[src/rtl/axi_r_buffer.sv]
// Elastic circular-FIFO buffer for the AXI read-data (R) channel.
// Optional same-cycle bypass when empty: define AXI_R_BUFFER_FALLTHROUGH_EN.
module axi_r_buffer #(
    parameter int unsigned ID_WIDTH     = 4,
    parameter int unsigned DATA_WIDTH   = 64,
    parameter int unsigned USER_WIDTH   = 6,
    parameter int unsigned BUFFER_DEPTH = 2
) (
    input  logic                              clk_i,
    input  logic                              rst_i,
    input  logic                              master_valid_i,
    input  logic [DATA_WIDTH-1:0]             master_data_i,
    input  logic [1:0]                        master_resp_i,
    input  logic                              master_last_i,
    input  logic [ID_WIDTH-1:0]               master_id_i,
    input  logic [USER_WIDTH-1:0]             master_user_i,
    output logic                              master_ready_o,
    output logic                              slave_valid_o,
    output logic [DATA_WIDTH-1:0]             slave_data_o,
    output logic [1:0]                        slave_resp_o,
    output logic                              slave_last_o,
    output logic [ID_WIDTH-1:0]               slave_id_o,
    output logic [USER_WIDTH-1:0]             slave_user_o,
    input  logic                              slave_ready_i,
    output logic [$clog2(BUFFER_DEPTH+1)-1:0] level_o
);

    localparam int unsigned PTR_W = (BUFFER_DEPTH > 1) ? $clog2(BUFFER_DEPTH) : 1;
    localparam int unsigned CNT_W = $clog2(BUFFER_DEPTH + 1);

    typedef struct packed {
        logic [USER_WIDTH-1:0] user;
        logic [ID_WIDTH-1:0]   id;
        logic                  last;
        logic [1:0]            resp;
        logic [DATA_WIDTH-1:0] data;
    } entry_t;

    entry_t           mem [BUFFER_DEPTH];
    logic [PTR_W-1:0] wr_ptr;
    logic [PTR_W-1:0] rd_ptr;
    logic [CNT_W-1:0] count;

    entry_t in_beat;
    entry_t head;
    entry_t out_beat;
    logic   full;
    logic   empty;
    logic   push;
    logic   pop;
    logic   bypass;
    logic   wr_en;
    logic   rd_en;

    assign in_beat = '{user: master_user_i, id: master_id_i, last: master_last_i,
                       resp: master_resp_i, data: master_data_i};
    assign head    = mem[rd_ptr];

    assign full  = (count == CNT_W'(BUFFER_DEPTH));
    assign empty = (count == '0);

    // Ready depends only on stored state and reset, never on slave_ready_i.
    assign master_ready_o = ~full & ~rst_i;
    assign push           = master_valid_i & master_ready_o;

`ifdef AXI_R_BUFFER_FALLTHROUGH_EN
    // When empty, present the incoming beat directly; it skips storage if taken now.
    assign slave_valid_o = empty ? push : 1'b1;
    assign out_beat      = empty ? in_beat : head;
    assign bypass        = empty & push & slave_ready_i;
`else
    assign slave_valid_o = ~empty;
    assign out_beat      = head;
    assign bypass        = 1'b0;
`endif

    assign pop   = slave_valid_o & slave_ready_i;
    assign wr_en = push & ~bypass;
    assign rd_en = pop & ~bypass;

    assign slave_data_o = out_beat.data;
    assign slave_resp_o = out_beat.resp;
    assign slave_last_o = out_beat.last;
    assign slave_id_o   = out_beat.id;
    assign slave_user_o = out_beat.user;
    assign level_o      = count;

    // Pointers wrap by explicit compare so any depth >= 2 works.
    always_ff @(posedge clk_i) begin
        if (rst_i) begin
            wr_ptr <= '0;
            rd_ptr <= '0;
            count  <= '0;
            for (int unsigned i = 0; i < BUFFER_DEPTH; i++) begin
                mem[i] <= '0;
            end
        end else begin
            if (wr_en) begin
                mem[wr_ptr] <= in_beat;
                wr_ptr      <= (wr_ptr == PTR_W'(BUFFER_DEPTH - 1)) ? '0 : wr_ptr + PTR_W'(1);
            end
            if (rd_en) begin
                rd_ptr <= (rd_ptr == PTR_W'(BUFFER_DEPTH - 1)) ? '0 : rd_ptr + PTR_W'(1);
            end
            case ({wr_en, rd_en})
                2'b10:   count <= count + CNT_W'(1);
                2'b01:   count <= count - CNT_W'(1);
                default: count <= count;
            endcase
        end
    end

endmodule

[config.mk]
export PLATFORM = sky130hd
export DESIGN_NAME = axi_r_buffer
export DESIGN_NICKNAME = d
export VERILOG_FILES = /design/src/rtl/axi_r_buffer.sv
export SDC_FILE = /design/constraint.sdc
export NUM_CORES = 1
export LEC_CHECK = 0
export CORE_MARGIN = 3
export CORE_UTILIZATION = 54
export CTS_CLUSTER_SIZE = 20
export DETAILED_ROUTE_END_ITERATION = 7
export PLACE_DENSITY_LB_ADDON = 0.25
export SETUP_SLACK_MARGIN = 0.1
export SYNTH_ARGS = -nofsm -noshare
export SYNTH_HDL_FRONTEND = slang
export SYNTH_SLANG_ARGS = --single-unit
[constraint.sdc]
create_clock -name clk_i -period 7.74 [get_ports clk_i]
set_input_delay 1.548 -clock clk_i [delete_from_list [all_inputs] [get_ports clk_i]]
set_output_delay 1.548 -clock clk_i [all_outputs]
set_load 0.05 [all_outputs]
Word level (Yosys, flattened, before mapping)
Memories as Yosys holds them, arrays and structs flattened. A register that Yosys moved wholly into a read port is not among the register bits.
Cells that the tools add are included.
- bits in registers: 4
- RAM bits: 154
- input port bits: 81
- output and inout bits: 81
- memories: 1
- add/subtract/negate cells: 4
- equality and inequality tests: 3
- muxes and demuxes: 13
- bitwise gates (word level): 6
- reductions and logical operators: 3
- memory list (name ; words ; bits a word ; rd ports ; clocked after Yosys merged registers in ; wr ports ; line ; source):
    mem ; 2 ; 77 ; 1 ; 1 ; 2 ; 39 ; entry_t mem [BUFFER_DEPTH];
- operator list (kind ; number):
    77-bit 2-to-1 mux ; 1
    77-bit OR reduction ; 1
    1-bit 2-to-1 mux ; 11
    2-bit equality test (second input constant) ; 2
    2-bit case mux with 2 select lines ; 1
    1-bit bitwise AND ; 3
    1-bit inverter ; 3
    1-bit adder (second input constant) ; 2
    2-bit by 1-bit adder with 2-bit output (second input constant) ; 1
    2-bit by 1-bit equality test with 1-bit output (second input constant) ; 1
    2-bit logical NOT ; 1
    2-bit nonzero test ; 1
    2-bit by 1-bit subtractor with 2-bit output (second input constant) ; 1

Depth between registers and ports, before layout
- depth in word-level cells: 9
- gate-level depth with buffers: 7
- mapped depth without buffers: 6

Worst setup path before layout
No wires, ideal clock.
- path type: input to register
- from: input port master_valid_i
- to: memory mem[0][0] (netlist name) (enable)
- data arrival time: 3938 ps
- slack: 3353 ps
- stages: 4
- path buffers: 1
- path through: clkbuf_1 > inv_1 > or3_1 > nand2b_1
- RTL lines (what ; line ; source):
    start, declared ; 11 ; input logic master_valid_i,
    end, declared ; 39 ;

Worst setup path after layout
- from: input port rst_i
- to: output port master_ready_o
- cells in the longest elaborated chain, start to end: 2
- ends and longest elaborated chain (what ; line ; source):
    start, declared ; 10 ; input logic rst_i,
    1-bit inverter ; 63 ; assign master_ready_o = ~full & ~rst_i;
    1-bit bitwise AND ; 63 ;
    end, declared ; 17 ; output logic master_ready_o,
Every way passes these cells.

==> impl_results.md <==
- Part of the cycle the worst path needs: 60.5%
- Total number of vias: 4434
- Register area share after synthesis: 69.6%
- Outcome: complete, no violations
- Die H: between 100 and 150 um
- Synth Cell Area: a little under 7000 um^2
- Syn nets: between 600 and 700
- Max capacitance violation total: 0
- Top delay family on crit path: buffers and inverters
- Layout cells sized above 1: between 10% and 20%
- CP Max Fanout: 11
- GRT overflow: 0
- Clock tree buffer depth: 2
- Slowest CP cell: clkdlybuf4s50_1
- DR pass1 iterations: 4
- CP Data Required Time: a little over 6 ns
- Rows: 40
- Post-CTS sizing: 0
- Crit end category: output port
- Number of global-route vias before repair: approximately 4700
- Area delta synth->final: 33.3%
- Number of inserted diodes: 0
- Fin nets: between 700 and 800
- Hold Slack: about 0.54 ns
- Core area: about 12000 um^2
- Number of enable flip-flop cells after synthesis: between 150 and 200
- Unique cell type count in the Yosys netlist: 22
- Clock transition at path regs: 0.06 ns
- Maximum VDD drop: approximately 0.27 mV
- Drt wl/cell: around 17 um
- Horiz. Die Dim: roughly 120 um
- Max Slew Vio Count: 0
- CP Data Arrival Time: about 3.1 ns
- Full die area: about 14000 um^2
- Port Buf Inserts: roughly 160
- Worst Setup Start Kind: input port
- Syn_area_per_cell: approximately 13 um^2
- # hold bufs at CTS: 0
- Via density: 5.18
- Max Fclk: between 200 and 250 MHz
- Post-synthesis register bit count: ~160
- Post-Syn Instances: between 500 and 600
- Post-synth top flop: edfxtp_1
- Clock root buffer: clkbuf_16
- H-tree depth: 4
- Dpl hpwl: between 8 and 9 mm
- GRT Util Overall: between 20% and 30%
- RSZ-0062 raised after global routing: false
- Setup bufs post-CTS: 0
- Total clock sinks: between 150 and 200
- Pin count of the biggest net entering global routing: 80
- CP cell instances: clkdlybuf4s50_1, nor2_1, clkdlybuf4s50_1
- Setup TNS: 0 ns
- Initial Util: about 56%
- Initial drt markers: ~380
- Slew HR: a little under a quarter
- Max incr delay on CP: a little over 0.8 ns
- DRT antenna net count: 0
- Total design power: between 3000 and 4000 uW
- Critical path class: input port to output port
- Ys async rst share: 0%
- CTS buffer count: 17
- Min cycle time layout: between 4 and 5 ns
- IO Count: approximately 160
- Worst Tran Pin Value: 1.14 ns
- Initial antenna violation count: 0
- Fin. Hold Viols: 0
- Cell leakage power: roughly 0.0034 uW
- Most frequent cells in the layout: clkdlybuf4s50_1 (160), nor2_1 (158), edfxtp_1 (154), mux2_2 (77), nand2_1 (77)
- Worst-Skew Late Latency: around 0.41 ns
- Yosys warnings: 0
- Final setup viols: 0
- CTS tree: built
- First-pass GRT wire length: around 24 mm
- DRC: 0
- Worst clock skew: around 0.013 ns
- PwrDens: 345 nW/um^2
- Top cell by count, worst path: clkdlybuf4s50_1
- RePlAce Congestion: approximately 0.74
- Final WL: around 15 mm
- Critical path buffers and inverters: 2
- Most common cell after layout, fill and taps aside: clkdlybuf4s50_1
- Hold crit path type: flip-flop to flip-flop
-- area by class of cell --
type / instances / area [um^2]
Inverter: 1 / 3.75
Clock inverter: 13 / 139
Multi-Input combinational cell: 331 / 1900
Clock buffer: 19 / 433
Tap cell: 168 / 210
Fill cell: 810 / 3110
Sequential cell: 159 / 4730
Timing Repair Buffer: 165 / 1640
-- logic make-up after synthesis --
family	after synthesis	synth area share (%)
AOI/OAI and AO/OA	6	0.534
and+or+nand+nor	244	13.8
adders and majority gates	1	0.184
DFF	159	69.6
muxes	77	12.8
xor gates and xnor gates	3	0.387
buffers and inverters	37	2.73
-- power breakdown --
| group | total [uW] | internal [uW] | leakage, uW | switching, uW |
|---|---|---|---|---|
| combinational | 1140 | 421 | 0.00144 | 714 |
| clock | 811 | 476 | 0.000269 | 335 |
| sequential | 1180 | 1080 | 0.00168 | 93.3 |
-- routing by layer --
layer	part of all wire, %	GRT usage (%)
met3	5.9	6.17
met1	42	27.2
met5	0	0
met4	1.5	7.40
met2	51	36.0
-- synth_stat cells, types with 2 or more instances --
cell type / count / area [um^2]
edfxtp_1: 154 / 4620
a21oi_1: 2 / 10.0
nand2_1: 77 / 289
buf_6: 4 / 45.0
nand2b_1: 2 / 12.5
dfxtp_1: 5 / 100
mux2_2: 77 / 867
buf_2: 13 / 65.1
buf_1: 6 / 22.5
o21ai_0: 2 / 10.0
clkbuf_1: 13 / 48.8
or3_1: 4 / 25.0
xnor2_1: 2 / 17.5
nor2_1: 158 / 593
-- registers in the layout, indices dropped and copies added (netlist names), named ones only --
register,count
mem,154
wr_ptr,1
level_o,2
rd_ptr,1
-- through the flow --
stage / setup WS, ns / cell area, um^2 / utilization, % / cells
6_report: 3.06 / 9050 / 74.4 / 856
5_1_grt: 2.98 / 9050 / 74.4 / 856
4_1_cts: 3.08 / 9050 / 74.4 / 856
3_5_place_dp: 3.09 / 8480 / 69.7 / 824
3_3_place_gp: 3.10 / 8480 / 69.7 / 824
2_1_floorplan: 3.35 / 6790 / - / 527
-- worst register-to-register path: stages, from the launching register on --
cell and delay [ns]:
dfxtp_1 0.47, nor2b_1 0.14, or3_1 0.39, nand2b_4 0.81
-- final timing paths --
kind              slack, ns  cells after the start               startpoint                       end
hold / removal         0.54                      2      rd_ptr$_SDFFE_PP0P_                 flip-flop
setup / recovery       3.06                      3                    rst_i            master_ready_o
setup reg to reg       5.47                      3  level_o[0]$_SDFFE_PP0P_  mem[0][33]$_SDFFCE_PN0P_
hold reg to reg        0.54                      2      rd_ptr$_SDFFE_PP0P_                 flip-flop
(Power assumes the default switching activity.)
